## src/rtl/mvb_rx_sched.sv

```systemverilog
// -----------------------------------------------------------------------------
// mvb_rx_sched
//
// Reception scheduler for the MVB decode path. A host request arms the decoder
// with the expected frame length, the block purges any stale words left in the
// decoder FIFO, waits for end of frame, and then drains the decoder FIFO word
// by word onto a valid/ready stream. Every frame ends with a one-cycle
// frame_done pulse and a latched 8-bit frame_status word. Erroneous, aborted,
// timed-out or overlong frames are flushed so that the next frame starts from
// an empty FIFO.
//
// Ports
//   clk           24 MHz system clock, also the decoder FIFO read clock
//   rst           synchronous active-high reset
//   rx_req        host request to receive one frame (sampled in IDLE only)
//   rx_len        expected data words 1..16, latched on an accepted rx_req
//   rx_abort      abandon the current frame (ignored in IDLE)
//   rx_busy       high in every state except IDLE
//   frame_length  latched rx_len, drives the decoder frame_length input
//   frame_over    decoder end-of-frame level
//   err_in        {crc,quality,delimiter,signal,length} decoder error flags
//   fifo_empty    decoder FIFO empty flag
//   fifo_rden     decoder FIFO read enable; fifo_dout is valid one cycle later
//   fifo_dout     decoder FIFO read data
//   word_data     delivered word
//   word_valid    word_data valid
//   word_ready    host accepts the word when word_valid & word_ready
//   word_last     marks the rx_len-th word of the frame
//   frame_done    one-cycle pulse when frame_status is updated
//   frame_status  {overrun,underrun,timeout,crc,quality,delimiter,signal,length}
//   dbg_state     current FSM state encoding (state_t)
//
// Output stream handshake: a word is transferred on every rising clk edge at
// which word_valid and word_ready are both high. Once word_valid is raised,
// word_data, word_valid and word_last stay constant until that transfer; the
// only exceptions are rx_abort and rst, which withdraw the pending word.
// -----------------------------------------------------------------------------
module mvb_rx_sched #(
    parameter int TMO_W   = 16,
    parameter int TIMEOUT = 2400,
    parameter int GRACE   = 8
) (
    input  logic        clk,
    input  logic        rst,
    input  logic        rx_req,
    input  logic [4:0]  rx_len,
    input  logic        rx_abort,
    output logic        rx_busy,
    output logic [4:0]  frame_length,
    input  logic        frame_over,
    input  logic [4:0]  err_in,
    input  logic        fifo_empty,
    output logic        fifo_rden,
    input  logic [15:0] fifo_dout,
    output logic [15:0] word_data,
    output logic        word_valid,
    input  logic        word_ready,
    output logic        word_last,
    output logic        frame_done,
    output logic [7:0]  frame_status,
    output logic [2:0]  dbg_state
);

    localparam int GW = $clog2(GRACE + 1);

    typedef enum logic [2:0] {
        S_IDLE     = 3'd0,
        S_ARM      = 3'd1,
        S_WAIT_END = 3'd2,
        S_DRAIN    = 3'd3,
        S_FLUSH    = 3'd4,
        S_REPORT   = 3'd5
    } state_t;

    state_t state_q, state_d;

    logic [4:0]       frame_length_q;
    logic [7:0]       acc_q;          // status accumulator for the frame in progress
    logic [7:0]       frame_status_q;
    logic             frame_done_q;
    logic             fo_q;           // frame_over delayed, for edge detection
    logic             inflight_q;     // a FIFO read was issued last cycle
    logic [TMO_W-1:0] tmo_q;
    logic [GW-1:0]    grace_q;
    logic [4:0]       cnt_q;          // handshakes completed in this frame
    logic [15:0]      word_data_q;
    logic             word_valid_q;

    // ------------------------------------------------------------------
    // Shared event terms
    // ------------------------------------------------------------------
    logic len_ok;
    logic fo_edge;
    logic tmo_hit;
    logic handshake;
    logic last_cnt;
    logic purge_rd;
    logic purge_done;
    logic drain_rd;
    logic starve;
    logic grace_hit;

    always_comb begin
        len_ok     = (rx_len != 5'd0) && (rx_len <= 5'd16);
        fo_edge    = frame_over & ~fo_q;
        tmo_hit    = (tmo_q == TMO_W'(TIMEOUT - 1));
        handshake  = word_valid_q & word_ready;
        last_cnt   = (cnt_q == (frame_length_q - 5'd1));
        // Purge reads are spaced so the empty flag has settled before the
        // next read decision.
        purge_rd   = !fifo_empty && !inflight_q;
        purge_done = fifo_empty && !inflight_q;
        // One word in the pipe at a time: the read is issued only when the
        // output register is free and no earlier read is still landing.
        drain_rd   = !fifo_empty && !word_valid_q && !inflight_q;
        starve     = fifo_empty && !word_valid_q && !inflight_q;
        grace_hit  = starve && (grace_q == GW'(GRACE - 1));
    end

    // ------------------------------------------------------------------
    // State register
    // ------------------------------------------------------------------
    always_ff @(posedge clk) begin
        if (rst) begin
            state_q <= S_IDLE;
        end else begin
            state_q <= state_d;
        end
    end

    // ------------------------------------------------------------------
    // Next-state logic
    // ------------------------------------------------------------------
    always_comb begin
        state_d = state_q;
        case (state_q)
            S_IDLE: begin
                if (rx_req && len_ok) begin
                    state_d = S_ARM;
                end
            end
            S_ARM: begin
                if (rx_abort) begin
                    state_d = S_FLUSH;
                end else if (purge_done) begin
                    state_d = S_WAIT_END;
                end
            end
            S_WAIT_END: begin
                // An end-of-frame edge takes priority over a simultaneous timeout.
                if (rx_abort) begin
                    state_d = S_FLUSH;
                end else if (fo_edge) begin
                    state_d = (|err_in) ? S_FLUSH : S_DRAIN;
                end else if (tmo_hit) begin
                    state_d = S_FLUSH;
                end
            end
            S_DRAIN: begin
                if (rx_abort) begin
                    state_d = S_FLUSH;
                end else if (handshake && last_cnt) begin
                    // Words left behind the last one mean the frame was too long.
                    state_d = fifo_empty ? S_REPORT : S_FLUSH;
                end else if (grace_hit) begin
                    state_d = S_REPORT;
                end
            end
            S_FLUSH: begin
                if (purge_done) begin
                    state_d = S_REPORT;
                end
            end
            S_REPORT: begin
                state_d = S_IDLE;
            end
            default: begin
                state_d = S_IDLE;
            end
        endcase
    end

    // ------------------------------------------------------------------
    // Output logic
    // ------------------------------------------------------------------
    always_comb begin
        rx_busy      = (state_q != S_IDLE);
        fifo_rden    = 1'b0;
        frame_length = frame_length_q;
        word_data    = word_data_q;
        word_valid   = word_valid_q;
        word_last    = word_valid_q && last_cnt;
        frame_done   = frame_done_q;
        frame_status = frame_status_q;
        dbg_state    = state_q;
        case (state_q)
            S_ARM:   fifo_rden = purge_rd;
            S_FLUSH: fifo_rden = purge_rd;
            S_DRAIN: fifo_rden = drain_rd && !rx_abort;
            default: fifo_rden = 1'b0;
        endcase
    end

    // ------------------------------------------------------------------
    // Datapath: counters, status accumulator, output word register
    // ------------------------------------------------------------------
    always_ff @(posedge clk) begin
        if (rst) begin
            frame_length_q <= 5'd0;
            acc_q          <= 8'h00;
            frame_status_q <= 8'h00;
            frame_done_q   <= 1'b0;
            fo_q           <= 1'b0;
            inflight_q     <= 1'b0;
            tmo_q          <= '0;
            grace_q        <= '0;
            cnt_q          <= 5'd0;
            word_data_q    <= 16'h0000;
            word_valid_q   <= 1'b0;
        end else begin
            fo_q         <= frame_over;
            inflight_q   <= fifo_rden;
            frame_done_q <= 1'b0;
            case (state_q)
                S_IDLE: begin
                    if (rx_req) begin
                        if (len_ok) begin
                            frame_length_q <= rx_len;
                            acc_q          <= 8'h00;
                        end else begin
                            // Invalid length: report a length error straight away.
                            frame_status_q <= 8'h01;
                            frame_done_q   <= 1'b1;
                        end
                    end
                end
                S_ARM: begin
                    tmo_q   <= '0;
                    grace_q <= '0;
                    cnt_q   <= 5'd0;
                end
                S_WAIT_END: begin
                    tmo_q <= tmo_q + TMO_W'(1);
                    if (!rx_abort) begin
                        if (fo_edge) begin
                            acc_q[4:0] <= err_in;
                        end else if (tmo_hit) begin
                            acc_q[5] <= 1'b1;
                        end
                    end
                end
                S_DRAIN: begin
                    if (rx_abort) begin
                        word_valid_q <= 1'b0;
                    end else begin
                        if (inflight_q) begin
                            word_data_q  <= fifo_dout;
                            word_valid_q <= 1'b1;
                        end
                        if (handshake) begin
                            word_valid_q <= 1'b0;
                            cnt_q        <= cnt_q + 5'd1;
                            if (last_cnt && !fifo_empty) begin
                                acc_q[7] <= 1'b1;
                            end
                        end
                        // Consecutive starved cycles while words are still owed.
                        if (starve) begin
                            grace_q <= grace_q + GW'(1);
                            if (grace_hit) begin
                                acc_q[6] <= 1'b1;
                            end
                        end else begin
                            grace_q <= '0;
                        end
                    end
                end
                S_FLUSH: begin
                    word_valid_q <= 1'b0;
                end
                S_REPORT: begin
                    frame_status_q <= acc_q;
                    frame_done_q   <= 1'b1;
                end
                default: begin
                    word_valid_q <= 1'b0;
                end
            endcase
        end
    end

endmodule

```

## config.mk

```make
export PLATFORM = sky130hd
export DESIGN_NAME = mvb_rx_sched
export DESIGN_NICKNAME = d
export VERILOG_FILES = /design/src/rtl/mvb_rx_sched.sv
export SDC_FILE = /design/constraint.sdc
export NUM_CORES = 1
export LEC_CHECK = 0
export CAP_MARGIN = 20
export CORE_ASPECT_RATIO = 1.2
export CORE_MARGIN = 2
export CORE_UTILIZATION = 40
export DETAILED_ROUTE_END_ITERATION = 10
export PLACE_DENSITY = 0.74
export REMOVE_ABC_BUFFERS = 1
export SLEW_MARGIN = 20
export SYNTH_ARGS = -nofsm -noshare
export SYNTH_HDL_FRONTEND = slang
export SYNTH_SLANG_ARGS = --single-unit
```

## constraint.sdc

```tcl
create_clock -name clk -period 2.42 [get_ports clk]
set_input_delay 0.484 -clock clk [delete_from_list [all_inputs] [get_ports clk]]
set_output_delay 0.484 -clock clk [all_outputs]
set_load 0.01 [all_outputs]
```

==> results of run 1 <==
## cells in the mapped netlist (all sizes together) (5+ instances only)
| library cell | number |
|---|---|
| a211oi | 5 |
| a21oi | 44 |
| a22oi | 9 |
| buf | 6 |
| clkbuf | 17 |
| dfxtp | 69 |
| inv | 12 |
| mux2i | 5 |
| nand2 | 57 |
| nand3b | 10 |
| nand4 | 7 |
| nor2 | 46 |
| nor3 | 16 |
| nor4 | 6 |
| o21ai | 6 |
| or4 | 5 |
| xnor2 | 6 |
| xor2 | 8 |
## area by class of cell
type / instances / share of cell area (%)
Multi-Input combinational cell: 297 / 40.3
Timing Repair Buffer: 89 / 19.3
Clock inverter: 5 / 1.89
Clock buffer: 11 / 3.23
Sequential cell: 69 / 31.6
Inverter: 12 / 1.03
Tap cell: 95 / 2.71
## cells by family (layout without fill, tap and decap cells)
family | count (synthesis) | count (layout) | synth area share (%)
simple gates | 179 | 179 | 27.7
compound gates | 92 | 92 | 17.8
flops | 69 | 69 | 42.2
buf+inv | 35 | 117 | 4.44
xor+xnor | 14 | 14 | 3.75
mux | 8 | 8 | 2.56
fa+ha+maj | 4 | 4 | 1.53
## worst max-delay path: stages
cell             delay, ps
clkdlybuf4s50_1        440
or3b_2                 470
o22a_1                 240
nor3_2                 100
buf_2                  150
## what timing repair did
| action | in CTS | in global routing |
|---|---|---|
| endpoints found under the setup margin | 2 | 2 |
| pin swaps | 1 | 1 |
| endpoints found under the hold margin | 0 | 0 |
| gates cloned | 0 | 0 |
| resized for setup | 11 | 3 |
## final timing paths
check | startpoint | end | slack [ps] | depth (start not counted)
setup / recovery | rx_abort | fifo_rden | 40 | 5
hold reg to reg | word_data[4] | word_data[4] | 460 | 2
hold / removal | word_data[4] | word_data[4] | 460 | 2
setup reg to reg | dbg_state[0] | tmo_q[14] | 250 | 5
## flip-flops by register name, summed over array words and instances (netlist names)
signal,count
acc_q,8
inflight_q,1
tmo_q,16
fo_q,1
frame_length,5
word_valid,1
dbg_state,3
frame_done,1
grace_q,4
cnt_q,5
word_data,16
frame_status,8
## power groups by stage
stage / sequential (mW) / combinational [mW] / clock [mW]
global placement: 1.20 / 0.435 / 0
detailed placement: 1.20 / 0.445 / 0
finish: 1.18 / 0.453 / 1.08
CTS: 1.18 / 0.449 / 1.10
floorplan: 1.22 / 0.202 / 0
global route: 1.18 / 0.494 / 1.13
## metal layers
layer,routed length [um],vias up,track usage [%]
met4,170,0,8.89
met3,356,14,3.04
met5,0,-,0
met2,4380,77,32.8
met1,3700,1521,23.0
li1,-,1574,-
## per-stage QoR
stage | hold WS, ps | util (%) | setup TNS (ps)
global route | 484 | 54.6 | -5.99
finish | 458 | 54.6 | 0
CTS | 458 | 54.5 | 0
floorplan | 426 | - | 0
detailed placement | 447 | 51.6 | -649
global placement | 440 | 51.6 | -562
==> metrics, run 1 <==
status finished, final reports clean; share of layout cells above drive strength 1 a little over a tenth; fin nets approximately 520; largest net degree at the start of global routing 56; clock-pin transition on the worst setup and hold timing paths about 70 ps; CTS buffer count 9; IO Count 70; DR WL/cell approximately 15 um; antenna viol nets, final 0; filler instances between 700 and 800; vias in the first global route 2904; IO Port Bufs 69; grt total ovfl 0; hold buffers post-CTS 0; Worst slew margin between 50% and 60%; Final Critical Period around 2400 ps; placed standard-cell area ~0.0041 mm^2; WP data required 1940 ps; crit share post-route 98.5%; n_diodes 0; sequential share of power a little over two fifths; Tot Pwr about 2.7 mW; Clock Sinks 69; Comb pwr share 16.7%; worst skew pair latency 350 ps; kind of critical path in -> out; largest fanout on the critical path 2; Mean Syn Cell Area slightly above 8 um^2; CTS tree built; area leader, netlist dfxtp_1; DRC violations left 0; Max clock buf depth 2; commonest non-fill, non-tap cell in the layout dfxtp_1; Setup crit start kind input pin; Placer Congestion about 0.80; fmax 0.420 GHz; Clock Skew around 12 ps; drt total wl ~8600 um; maxcap violations 0; Arr. time, crit path ~1900 ps; Seq/Total Area, Yosys a little over two fifths; post-DR vias/cell between 5 and 6; total setup buffers inserted after CTS 0; row count 36; Leak between 1.5 and 2 nW; dominant cells by area after synthesis dfxtp_1 42%, a21oi_1 6.7%, nand2_1 6.5%, nor2_1 5.3%, nor3_1 2.4%; first-pass GRT wire length 13500 um; Clk pwr share about 40%; multi-input logic area roughly 0.0018 mm^2; CTS root buf clkbuf_8; vias after detailed routing 3186; post-synthesis cell count about 400; max-slew violations 0; Yosys warning count 0; die width approximately 87 um; post-route cell area 0.00438 mm^2; Netlist Area Pre-Place ~0.0033 mm^2; number of synthesized flops with an enable pin 0; Post-DP HPWL 5920 um; Die Area about 0.0089 mm^2; final setup violation count 0; top_reg_cell synth dfxtp_1; commonest non-fill, non-tap cells in the layout 68 x dfxtp_1, 66 x clkdlybuf4s50_1, 57 x nand2_1, 46 x nor2_1, 44 x a21oi_1; P_int between 1.5 and 2 mW; Die H between 100 and 150 um; Iteration-0 DRC Markers 142; sw power 0.726 mW; Yosys reg bits between 60 and 70; Max VDD drop 0.391 mV; register area 0.00138 mm^2; Sw Share approximately 27%; asr flop ratio synth 0%; PD cells between 600 and 700 mW/mm^2; Final Hold Vio Count 0; dpl cells roughly 560; critical path endpoint category output pin; pre-CTS setup slack -416 ps; Netlist cell types between 50 and 60; Synth top area share about 42%; H-tree depth 3; initial antenna violation count 0; Tot GR Track Use between 10% and 20%; fin cells 578; final worst slack 36.3 ps; Area growth syn-to-layout 33.9%; Hold WC Path Type reg -> reg; Worst Tran Pin Value just over 600 ps; detailed-router iteration count before antenna repair 4; CORE AREA 0.00802 mm^2; starting density of the core 40.8%
Power figures use the tool's default switching activity.
==> run 2: changes to the inputs <==
CTS_BUF_LIST = sky130_fd_sc_hd__clkbuf_8   (was not set)
==> run 2 against run 1 <==
Compared with the run above: final area is the same; largest cell class unchanged; critical path type unchanged; cell count is the same; global-route usage is the same; die area is the same; register-to-register slack is essentially flat; maximum frequency grew 0.18%.
==> metrics, run 2 (synthesis gave the netlist of run 1 again) <==
Placer Congestion 0.803 (unchanged); PD cells 618 mW/mm^2 (about the same); fin nets 515 (unchanged); register area 0.00138 mm^2 (unchanged); max-slew violations 0 (unchanged); critical path endpoint category output pin; CTS buffer count 9 (unchanged); maxcap violations 0 (unchanged); Die H 103 um (unchanged); Tot Pwr 2.71 mW (about the same); Iteration-0 DRC Markers 158 (+11%); antenna viol nets, final 0 (unchanged); Final Critical Period 2380 ps (-4.20 ps); post-DR vias/cell 5.52 (about the same); Die Area 0.00892 mm^2 (unchanged); CTS tree built; Setup crit start kind input pin; slowest cell delay on critical path 470 ps (about the same); grt total ovfl 0 (unchanged); placed standard-cell area 0.00414 mm^2 (unchanged); clock-pin transition on the worst setup and hold timing paths 70 ps (about the same); crit share post-route 98.3% (-0.17 points); post-route cell area 0.00438 mm^2 (unchanged); Layout Utilization 54.6% (unchanged); Arr. time, crit path 1900 ps (about the same); vias after detailed routing 3189 (+0.094%); DR WL/cell 14.9 um (+0.26%); Final Hold Vio Count 0 (unchanged); first-pass GRT wire length 13500 um (unchanged); vias in the first global route 2904 (unchanged); share of layout cells above drive strength 1 10.6% (unchanged); Worst Tran Pin Value 605 ps (-2.51 ps); H-tree depth 3 (unchanged); Clock Sinks 69 (unchanged); Post-DP HPWL 5920 um (unchanged); row count 36 (unchanged); die width 86.5 um (unchanged); filler instances 750 (unchanged); CTS root buf clkbuf_8; final setup violation count 0 (unchanged); WP data required 1940 ps (about the same); status finished, final reports clean; kind of critical path in -> out; commonest non-fill, non-tap cells in the layout 68 x dfxtp_1, 66 x clkdlybuf4s50_1, 57 x nand2_1, 46 x nor2_1, 44 x a21oi_1; CP cell instances clkdlybuf4s50_1 -> or3b_2 -> o22a_1 -> nor3_2 -> buf_2; DRC violations left 0 (unchanged); Clock Skew 12.9 ps (+1.31 ps); total setup buffers inserted after CTS 0 (unchanged); multi-input logic area 0.00176 mm^2 (unchanged); Tot GR Track Use 19.0% (unchanged); Area growth syn-to-layout 33.9% (unchanged); largest net degree at the start of global routing 56 (unchanged); IO Port Bufs 69 (unchanged); dpl cells 562 (unchanged); Max clock buf depth 2 (unchanged); Leak 1.53 nW (+0.27%); largest fanout on the critical path 2 (unchanged); IO Count 70 (unchanged); slowest CP cell or3b_2; Hold WC Path Type reg -> reg; Worst slew margin 59.6% (+0.17 points); commonest non-fill, non-tap cell in the layout dfxtp_1; worst skew pair latency 350 ps (about the same); CORE AREA 0.00802 mm^2 (unchanged); fmax 0.420 GHz (+0.18%); n_diodes 0 (unchanged); fin cells 578 (unchanged); detailed-router iteration count before antenna repair 4 (unchanged); drt total wl 8630 um (+0.26%); Max VDD drop 0.387 mV (-1.2%); initial antenna violation count 0 (unchanged); starting density of the core 40.8% (unchanged)
[run 2: cell types whose count changed in the layout (fill, tap and decap cells not counted)]
cell      delta
inv_1        +1
clkbuf_1     -1
[run 2: area by class of cell]
cell class / count / share of cell area [%]
flip-flops and latches: 69 / 31.6
repair buffers: 89 / 19.3
inverters: 12 / 1.03
multi-input cells: 297 / 40.3
clock buffers: 10 / 3.14
clock inverters: 6 / 1.97
well taps: 95 / 2.71
[run 2: critical path, delay by kind of cell]
| kind | cells | cell delay (ps) |
|---|---|---|
| AOI/OAI and AO/OA | 1 | 240 |
| and+or+nand+nor | 2 | 570 |
| buffers and inverters | 2 | 590 |
[run 2: final timing paths]
check                                  start           end  slack, ps  depth (start not counted)
worst max-delay path                rx_abort     fifo_rden         40                          5
worst min-delay path            word_data[4]  word_data[4]        460                          2
worst max register to register  dbg_state[0]     tmo_q[14]        240                          5
worst min register to register  word_data[4]  word_data[4]        460                          2
[run 2: power breakdown]
part | total (mW) | switching (mW) | internal (mW) | leakage (nW)
combinational | 0.452 | 0.240 | 0.212 | 0.852
clock | 1.08 | 0.467 | 0.609 | 0.118
sequential | 1.18 | 0.0211 | 1.16 | 0.558
[run 2: what timing repair did]
item                                   in CTS  in global routing
endpoints found under the hold margin       0                  0
gates resized for setup                    11                  3
hold buffers                                0                  0
pin swaps                                   1                  1
setup endpoints to repair                   2                  2
[run 2: through the flow]
stage / hold WS (ps) / setup WS, ps / setup TNS [ps]
3_3_place_gp: 440 / -438 / -562
2_1_floorplan: 426 / 240 / 0
3_5_place_dp: 447 / -416 / -649
6_report: 456 / 40.5 / 0
4_1_cts: 458 / 9.07 / 0
5_1_grt: 484 / -5.99 / -5.99
[run 2: metal layers]
| layer | part of all wire (%) | wire length [um] | global-route usage [%] | vias to the layer above |
|---|---|---|---|---|
| met1 | 43 | 3680 | 23.0 | 1519 |
| met5 | 0 | 0 | 0 | - |
| met2 | 51 | 4410 | 32.8 | 83 |
| li1 | - | - | - | 1573 |
| met4 | 2.1 | 179 | 8.89 | 0 |
| met3 | 4.1 | 357 | 3.04 | 14 |
==> run 3: changes to the inputs <==
==> constraint.sdc (replaced) <==
create_clock -name clk -period 2.42 [get_ports clk]
set_input_delay 0.484 -clock clk [delete_from_list [all_inputs] [get_ports clk]]
set_output_delay 0.484 -clock clk [all_outputs]
set_load 0.05 [all_outputs]
==> run 3 against run 2 <==
Compared with the run above: critical path depth up 2; register-to-register slack better by 40 ps; clock skew shrank 1.5 ps; cell count is 0.35% higher; hold slack about the same; core utilization increased by 0.16 points; combinational power rose by 18%; sequential cell count is the same; total power is 5.5% lower; wire length shrank 2.2%; non-clock buffer count rose by 2; global-route usage fell by 0.091 points; highest routed layer unchanged.
==> metrics, run 3 (synthesis gave the netlist of run 1 again) <==
multi-input logic area 0.00176 mm^2 (unchanged); CP top delay family flip-flops; setup_tns 0 ps (unchanged); CTS tree built; IO Port Bufs 69 (unchanged); Critical Path Source frame_length[1]; Die Area 0.00892 mm^2 (unchanged); commonest non-fill, non-tap cells in the layout 66 x dfxtp_1, 64 x clkdlybuf4s50_1, 57 x nand2_1, 45 x nor2_1, 44 x a21oi_1; Reg-to-Reg Start frame_length[1]; WP data required 1940 ps (about the same); Clock Skew 11.4 ps (-1.50 ps); CP cell instances inv_1 -> ha_2 -> xnor2_1 -> a211oi_2 -> o311ai_2 -> nor2_2 -> buf_12; fin cells 580 (+0.35%); DR WL/cell 14.6 um (-2.5%); Leak 1.52 nW (-0.59%); Clock Sinks 69 (unchanged); Final Hold Vio Count 0 (unchanged); Worst slew margin 58.2% (-1.4 points); M2 GR Usage 31.5% (-1.4 points); R2R depth 9 (+4); initial antenna violation count 0 (unchanged); drt total wl 8440 um (-2.2%); PD cells 582 mW/mm^2 (-5.8%); commonest non-fill, non-tap cell in the layout dfxtp_1; Setup crit start kind flip-flop; die width 86.5 um (unchanged); CTS root buf clkbuf_8; Max VDD drop 0.411 mV (+6.2%); worst skew pair latency 350 ps (about the same); Iteration-0 DRC Markers 189 (+20%); Post-DP HPWL 6140 um (+3.7%); detailed-router iteration count before antenna repair 4 (unchanged); filler instances 761 (+1.5%); largest fanout on the critical path 3 (+1); end of the critical path word_last; share of layout cells above drive strength 1 11.8% (+1.2 points); gr busiest metal met2; crit share post-route 95.6% (-2.7 points); worst reg2reg setup slack 280 ps (+40 ps); first-pass GRT wire length 13500 um (+0.25%); Placer Congestion 0.908 (+13%); DRC violations left 0 (unchanged); WP depth 7 (+2); IO Count 70 (unchanged); grt met3 use 3.76% (+0.72 points); CORE AREA 0.00802 mm^2 (unchanged); met1 GRT Util 24.2% (+1.2 points); Final Critical Period 2310 ps (-66.2 ps); Tot GR Track Use 18.9% (-0.091 points); slowest CP cell dfxtp_1; final worst slack 107 ps (+66.2 ps); Worst Tran Pin Value 626 ps (+21.0 ps); Die H 103 um (unchanged); largest net degree at the start of global routing 46 (-18%); H-tree depth 3 (unchanged); row count 36 (unchanged); post-DR vias/cell 5.52 (about the same); kind of critical path reg -> out; grt total ovfl 0 (unchanged); Crit path buffers/inverters 2 (unchanged); clock-pin transition on the worst setup and hold timing paths 80 ps (about the same); Hold WC Path Type reg -> reg; vias after detailed routing 3201 (+0.38%); antenna viol nets, final 0 (unchanged); fmax 0.432 GHz (+2.9%); fin nets 517 (+0.39%); reg-to-reg endpoint acc_q[7]; Max clock buf depth 2 (unchanged); CTS buffer count 9 (unchanged); Area growth syn-to-layout 34.3%; n_diodes 0 (unchanged); max-slew violations 0 (unchanged); critical path endpoint category output pin; Arr. time, crit path 1830 ps (-70 ps); maxcap violations 0 (unchanged); Tot Pwr 2.56 mW (-5.5%); slowest cell delay on critical path 360 ps (-110 ps); vias in the first global route 2924 (+0.69%); final setup violation count 0 (unchanged); dpl cells 562 (unchanged); register area 0.00139 mm^2 (+0.18%); pre-CTS setup slack -111 ps (+305 ps); status finished, final reports clean; starting density of the core 40.8% (unchanged)
[run 3: cell count changes in the layout (fill, tap and decap cells not counted), sizes merged, moves of 2 or more]
cell | previous run | this run
clkdlybuf4s50 | 66 | 64
bufinv | 2 | 0
clkinvlp | 0 | 3
buf | 22 | 26
[run 3: worst register-to-register path, stage by stage (launching register included)]
cell      delay, ps
dfxtp_1         360
inv_1            70
ha_2            260
xnor2_1         130
a211oi_2        200
o311ai_2        160
buf_4           160
buf_4           140
nor4_1          460
o21a_1          160
[run 3: repair_timing]
action,CTS,global route
endpoints found under the setup margin,2,3
hold buffers,0,0
resized for setup,3,7
setup buffers,2,0
pin swaps,2,2
[run 3: worst min-delay path by stage]
stage / start / end / slack (ps) / cells past startpoint
CTS: acc_q[4] / acc_q[4] / 460 / 2
floorplan: acc_q[0] / acc_q[0] / 430 / 2
global route: word_data[10] / word_data[10] / 480 / 2
finish: acc_q[1] / acc_q[1] / 460 / 2
global placement: word_data[12] / word_data[12] / 440 / 2
detailed placement: acc_q[4] / acc_q[4] / 450 / 2
[run 3: layout make-up]
type                    count  share of cell area (%)
repair buffers             91                    20.6
multi-input cells         297                    40.2
clock inverters             7                    1.14
clock buffers               9                    2.82
flip-flops and latches     69                    31.5
inverters                  12                    1.03
well taps                  95                    2.71
[run 3: per-layer routing]
layer,up-vias,routed length [um]
met5,-,0
met4,0,231
met3,17,416
met2,94,4190
met1,1506,3600
li1,1584,-
[run 3: power by group]
| part | total, mW | switching, mW | internal (mW) |
|---|---|---|---|
| combinational | 0.535 | 0.302 | 0.232 |
| clock | 0.830 | 0.458 | 0.372 |
| sequential | 1.19 | 0.0322 | 1.16 |
[run 3: stage by stage]
step / area, um^2 / hold slack [ps] / util [%]
finish: 4390 / 456 / 54.8
global route: 4390 / 477 / 54.8
CTS: 4370 / 458 / 54.5
detailed placement: 4180 / 447 / 52.1
global placement: 4180 / 441 / 52.1
floorplan: 3170 / 426 / -
